$ cat src/rtl/tdc_sum_tree.sv
// tdc_sum_tree: weights coarse+fine per channel, sums them through a registered adder tree,
// then optionally averages blocks of 2^k consecutive sums.
module tdc_sum_tree #(
    parameter int N_CH = 8,
    parameter int INT_W = 10,
    parameter int FRAC_W = 7,
    parameter int MULT = 50,
    parameter int ACC_LOG2_MAX = 8,
    localparam int TW = $clog2((2**INT_W - 1) * MULT + 2**FRAC_W),
    localparam int L = $clog2(N_CH),
    localparam int SUM_W = TW + L,
    localparam int ACC_W = SUM_W + ACC_LOG2_MAX,
    localparam int KW = (ACC_LOG2_MAX > 0) ? $clog2(ACC_LOG2_MAX + 1) : 1
) (
    input  logic              clk,
    input  logic              rst,
    input  logic              start,
    input  logic [INT_W-1:0]  int_data [N_CH],
    input  logic [FRAC_W-1:0] frac_data [N_CH],
    input  logic [N_CH-1:0]   ch_mask,
    input  logic [KW-1:0]     acc_log2,
    input  logic              clr,
    output logic [SUM_W-1:0]  sum_out,
    output logic              sum_dval,
    output logic [ACC_W-1:0]  acc_out,
    output logic [SUM_W-1:0]  mean_out,
    output logic              acc_dval
);
    localparam int P = 2**L;
    localparam int CW = ACC_LOG2_MAX + 1;

    logic [INT_W-1:0]  int_q [N_CH];
    logic [FRAC_W-1:0] frac_q [N_CH];
    logic [N_CH-1:0]   mask_q;
    logic              v0;

    always_ff @(posedge clk or negedge rst)
        if (!rst) begin
            v0 <= 1'b0;
            mask_q <= '0;
            for (int g = 0; g < N_CH; g++) begin
                int_q[g] <= '0;
                frac_q[g] <= '0;
            end
        end else begin
            v0 <= start && !clr;
            if (start && !clr) begin
                int_q <= int_data;
                frac_q <= frac_data;
                mask_q <= ch_mask;
            end
        end

    // Level 0 holds the channel terms (zero-padded to a power of two); level l sums pairs of level l-1.
    for (genvar l = 0; l <= L; l++) begin : lv
        localparam int W = TW + l;
        logic [W-1:0] s [P>>l];
        logic         v;
        if (l == 0) begin : b
            always_ff @(posedge clk or negedge rst)
                if (!rst) v <= 1'b0;
                else v <= v0 && !clr;
            for (genvar j = 0; j < P; j++) begin : n
                if (j < N_CH) begin : t
                    logic [TW-1:0] r;
                    always_ff @(posedge clk or negedge rst)
                        if (!rst) r <= '0;
                        else if (v0 && !clr) r <= mask_q[j] ? TW'(int_q[j]) * TW'(MULT) + TW'(frac_q[j]) : '0;
                    assign s[j] = r;
                end else begin : z
                    assign s[j] = '0;
                end
            end
        end else begin : b
            always_ff @(posedge clk or negedge rst)
                if (!rst) v <= 1'b0;
                else v <= lv[l-1].v && !clr;
            for (genvar j = 0; j < (P>>l); j++) begin : n
                logic [W-1:0] r;
                always_ff @(posedge clk or negedge rst)
                    if (!rst) r <= '0;
                    else if (lv[l-1].v && !clr) r <= W'(lv[l-1].s[2*j]) + W'(lv[l-1].s[2*j+1]);
                assign s[j] = r;
            end
        end
    end

    assign sum_out = lv[L].s[0];
    assign sum_dval = lv[L].v;

    typedef enum logic {IDLE, ACC} state_t;
    state_t         state, state_d;
    logic [KW-1:0]  k_q, k_d, k_in;
    logic [ACC_W-1:0] acc, acc_d, acc_sum;
    logic [CW-1:0]  cnt, cnt_d;
    logic           pub;

    assign k_in = (acc_log2 > KW'(ACC_LOG2_MAX)) ? KW'(ACC_LOG2_MAX) : acc_log2;
    assign acc_sum = acc + ACC_W'(sum_out);

    // Publishing happens on the completing sample itself, so the FSM is already IDLE for the next sum.
    always_comb begin
        state_d = state;
        k_d = k_q;
        acc_d = acc;
        cnt_d = cnt;
        pub = 1'b0;
        if (sum_dval) begin
            k_d = (state == IDLE) ? k_in : k_q;
            acc_d = (state == IDLE) ? ACC_W'(sum_out) : acc_sum;
            cnt_d = (state == IDLE) ? CW'(1) : cnt + CW'(1);
            pub = (state == IDLE) ? (k_in == '0) : (cnt_d == (CW'(1) << k_q));
            state_d = pub ? IDLE : ACC;
        end
    end

    always_ff @(posedge clk or negedge rst)
        if (!rst) begin
            state <= IDLE;
            k_q <= '0;
            acc <= '0;
            cnt <= '0;
            acc_out <= '0;
            mean_out <= '0;
            acc_dval <= 1'b0;
        end else if (clr) begin
            state <= IDLE;
            acc <= '0;
            cnt <= '0;
            acc_dval <= 1'b0;
        end else begin
            state <= state_d;
            k_q <= k_d;
            acc <= acc_d;
            cnt <= cnt_d;
            acc_dval <= pub;
            if (pub) begin
                acc_out <= acc_d;
                mean_out <= SUM_W'(acc_d >> k_d);
            end
        end
endmodule

$ cat config.mk
export PLATFORM = sky130hd
export DESIGN_NAME = tdc_sum_tree
export DESIGN_NICKNAME = d
export VERILOG_FILES = /design/src/rtl/tdc_sum_tree.sv
export SDC_FILE = /design/constraint.sdc
export NUM_CORES = 2
export LEC_CHECK = 0
export ABC_AREA = 1
export CORE_UTILIZATION = 65
export DETAILED_ROUTE_END_ITERATION = 10
export PLACE_DENSITY = 0.95
export SLEW_MARGIN = 40
export SYNTH_ARGS = -nofsm -noshare
export SYNTH_HDL_FRONTEND = slang
export SYNTH_SLANG_ARGS = --single-unit
$ cat constraint.sdc
create_clock -name clk -period 9.24 [get_ports clk]
set_clock_uncertainty 0.1 [all_clocks]
set_input_delay 0.924 -clock clk [delete_from_list [all_inputs] [get_ports clk]]
set_output_delay 0.924 -clock clk [all_outputs]
set_load 0.01 [all_outputs]
# After elaboration in Yosys (flattened, before gate mapping)
# Index checks and enable logic that the tools add are counted.
# W data, S select, Z words.
# word_totals
reg_bits	488
latchBits	0
ram_bits	0
mem_bits_ro	0
input_bits	152
out_inout_bits	67
wordCells	106
mem_count	0
# classes
addsub	17
multipliers	8
n_div	0
order_cmp	1
n_eq_ne	1
shifts	2
n_mux	23
bitwise_logic	1
reduce_logical	9
# ops
op	n
$add A16 B7 Y16	8
$mux W16	8
$mul A10 B5 Y15 const B	8
$mux W27	3
$add A16 B16 Y17	4
$add A17 B17 Y18	2
$add A27 B19 Y27	1
$mux W9	3
$shr A27 B4 Y19	1
$add A18 B18 Y19	1
$mux W4	3
$add A9 B1 Y9 const B	1
$eq A9 B9 Y1	1
$shl A1 B4 Y9 const A	1
$mux W1	6
$logic_and A1 B1 Y1	5
$gt A4 B4 Y1 const B	1
$logic_not A4 Y1	1
$reduce_and A2 Y1	1
$reduce_bool A2 Y1	1
$logic_not A1 Y1	1
$not A1 Y1	1

# Depth between registers and ports, before layout
# logic_depth
depth_word	7
depth_mapped	21
ltp_nobuf	21

# Worst setup path before layout
# Ideal clock, no wire load.
# synth_timing
path_type	register to register
from	register int_q[71] (netlist name)
to	register lv[0].b.n[0].t.r[15]
setup_ps	118
arrival_ps	3136
required_ps	9022
path_slack_ps	5886
path_stages_with_launch	17
n_path_buf	0
period_less_slack_ps	3354
cell_sequence	dfrtp_1 -> ha_1 -> ha_1 -> ha_1 -> fa_1 -> ha_1 -> inv_1 -> o21bai_1 -> nand3_1 -> nor2_1 -> nand2_1 -> nor2_1 -> nand3_1 -> nor2_1 -> nand3_1 -> nand3_1 -> nand2_1
# synth_between
elab_chain_len	3
# synth_rtl
item	line_no	source
start: declaration	32	logic [INT_W-1:0] int_q [N_CH];
start signal: assignment	48	int_q <= int_data;
$mul A10 B5 Y15	68	else if (v0 && !clr) r <= mask_q[j] ? TW'(int_q[j]) * TW'(MULT) + TW'(frac_q[j]) : '0;
$add A16 B7 Y16	68	
$mux W16	68	
end signal: assignment	68	
end: declaration	65	logic [TW-1:0] r;
# Every way passes these cells.
# A chain may end at the register's enable or synchronous reset.

# Final worst setup path
# layout_timing
from	input port clr
to	register lv[0].b.n[3].t.r[6]
# layout_between
elab_chain_len	2
# layout_rtl
item	line_no	source
start: declaration	22	input logic clr,
$logic_not A1 Y1	68	
$logic_and A1 B1 Y1	68	
end signal: assignment	68	
end: declaration	65	
# Every way passes these cells.

==> flow_summary.toml <==
[power]
p_per_area_mw_per_mm2 = 256
p_total_mw = 10.3
peakVddDrop_uv = 183
p_leak_nw = 21.6

[synthesis]
synth.area.mux_share = 0
synth_top_family_by_area = "simple AND/OR/NAND/NOR gates"
synth_xor_area_frac = 0.0359
synth_area_mm2 = 0.0356
synth_fp_nets = 5295
synth_simple_gate_area_frac = 0.237
synth_top_area_share = 0.343
yosysTopAreaCell = "dfrtp_1"
synth_ff_type = "dfrtp_1"
syn_inst = 4625
synth-compound-area-share = 0.118
synth.area.top_cells = "dfrtp_1 (34%), ha_1 (16%), nand2_1 (15%)"
ys_seq_area_frac = 0.343
synthAdderAreaFrac = 0.194
async_flop_share = 1.00
ys_types = 54
syn_avg_cell_area_um2 = 7.70
synth-seq-cells = 488
yosysWarnings = 0
synth_edf_count = 0

[floorplanning]
dieHeight_um = 236
dieArea_mm2 = 0.0557
rows = 85
initial_core_util = 0.659
die_w_um = 236
placeableCoreArea_mm2 = 0.0540
ios = 219

[placement]
place_inst = 5439
preCtsSetupSlack_ns = 4.57
place_area_mm2 = 0.0383
gp_congestion = 0.950
portBuffers = 218
place_hpwl_um = 68800

[sta]
timing.final.crit_share = 0.438
setup_slack_ns = 5.19
setup_violations = 0
fmax_ghz = 0.247
rsz0062_at_grt = "false"
whs_ns = 0.0450
finalHoldViolations = 0
relSlewSlack = 0.429
drv_slew = 0
fin_crit_ns = 4.05
worstMarginPinSlew_ns = 0.857
tns_ns = 0

[grt]
track_usage = 0.346
grt_pass1_wl_um = 158000
antenna_found_initial = 0
grt_max_degree = 100
grt-ovfl-total = 0
grt_pass1_vias = 32787

[routing]
drt_iter0_drc = 2657
dr_total_vias = 32753
vias_per_cell = 5.91
antenna_left = 0
wl_per_cell_um = 17.1
routed_wl_um = 94800
drc = 0
first_pass_iters = 6

[final_layout]
finalNetCount = 5471
drive_gt1_frac = 0.0347
diodes = 0
utilization = 0.745
multi_input_area_mm2 = 0.0208
fin_cells = 5542
seq_area_mm2 = 0.0122
final_area_mm2 = 0.0403
n_fill_cell = 3585
area_growth_syn_to_layout_pct = 13.0

[status]
status = "completed"

[cts]
hold_buffers = 0
clock-sinks = 488
htree_levels = 2
cts_tree = "yes"
clk_pin_slew_ns = 0.06
cts_inserted_buffers = 54
clockBufferDepth = 3
clk_latency_ns = 0.65
cts_resized = 0
root_buffer = "clkbuf_16"
cts_setup_buffers = 0

[setup_path]
cp_max_fo = 49
slowest_delay_ns = 0.72
cp.arrival_ns = 4.51
crit_type = "in -> reg"
crit_family = "buffers and inverters"
path_buf_inv = 5
critical-path-slowest-cell = "inv_1"
crit_top_cell = "inv_1"
crit_required_ns = 9.70
startpoint_type = "input port"
setup.worst_path.end_class = "flop"
crit_chain = "clkdlybuf4s50_1, buf_4, inv_1, nand2_4, inv_1, nand2_1, inv_1, o21ai_0, o21ai_0"

[hold_path]
hold_class = "in -> async"

[flow_run]
drv_cap = 0
==> final timing paths <==
check                       startpoint                    to  slack [ns]  depth (start not counted)
min                                rst  lv[0].b.n[0].t.r[13]        0.05                          1
min reg2reg                acc_out[16]           acc_out[16]        0.38                          2
max in group asynchronous          rst            frac_q[12]        6.98                          4
max                                clr   lv[0].b.n[3].t.r[6]        5.19                          9
min in group clk           acc_out[16]           acc_out[16]        0.38                          2
max reg2reg                  int_q[31]  lv[0].b.n[4].t.r[15]        5.28                         14
==> cell usage after synthesis (2+ instances only) <==
master	instances
a211oi_1	7
a21boi_0	9
a21boi_1	3
a21o_1	10
a21oi_1	240
a21oi_2	4
a22o_1	43
a31oi_1	18
a32o_1	8
and2_1	2
buf_1	7
buf_2	28
buf_4	2
buf_6	6
clkbuf_1	73
clkinv_1	2
dfrtp_1	488
fa_1	56
ha_1	462
inv_1	542
inv_2	5
nand2_1	1376
nand2_2	3
nand3_1	303
nand3b_1	10
nand4_1	48
nor2_1	262
nor2_2	2
nor3_1	33
nor4_1	2
o211ai_1	4
o21a_1	8
o21ai_0	279
o21ai_1	52
o21ai_2	13
o21bai_1	18
o22ai_1	9
o31ai_1	10
or2_1	2
or2_2	18
xnor2_1	65
xor2_1	81
==> where the power goes <==
part,internal [mW],switching [mW]
Clock,1.36,0.966
Combinational,1.86,3.01
Sequential,2.62,0.510
Total,5.84,4.48
==> registers in the layout, summed over array words and instances, names as in the netlist, 9 cells and up <==
register / cells
lv.b.n.t.r: 128
int_q: 80
mean_out: 19
acc_out: 27
lv.b.n.r: 104
cnt: 9
acc: 27
frac_q: 56
sum_out: 19
==> per-layer routing <==
layer,vias to the layer above,share of wire,GRT usage
met4,0,0.059,0.190
met2,1459,0.49,0.602
li1,15548,-,-
met5,-,0,0
met1,15319,0.39,0.408
met3,427,0.063,0.0538
==> kinds of logic (layout without fill, tap and decap cells) <==
kind of cell,after synthesis,count (layout)
xor gates and xnor gates,146,146
and+or+nand+nor,2066,2066
buffers and inverters,667,888
AOI/OAI and AO/OA,740,740
DFF,488,488
adders and majority gates,518,518
==> cells in the final DEF (no fill, tap or decap), types with 5 or more instances in the layout <==
cell type	instances
nand3_1	303
o21a_1	8
fa_1	56
clkinv_2	6
inv_1	540
a22o_1	43
bufinv_16	8
clkbuf_1	10
or2_2	18
dfrtp_1	488
a21oi_1	240
nand4_1	48
nand2_1	1372
clkbuf_16	54
o31ai_1	10
clkdlybuf4s50_1	217
nor2_1	262
o21ai_2	13
inv_6	6
o21bai_1	18
inv_2	5
a31oi_1	18
xnor2_1	65
o21ai_1	51
xor2_1	81
nor3_1	33
nand3b_1	10
a32o_1	8
a211oi_1	7
clkinvlp_4	10
a21o_1	10
buf_4	13
a21boi_0	9
o21ai_0	279
clkbuf_8	6
o22ai_1	9
ha_1	462
==> layout make-up <==
cell class	count	area share
multi-input combinational	3470	0.518
clock inverter	31	0.0103
inverter	550	0.0515
sequential	488	0.303
tap	696	0.0216
clock buffer	70	0.0365
timing repair buffer	237	0.0590
Power figures use the tool's default switching activity.
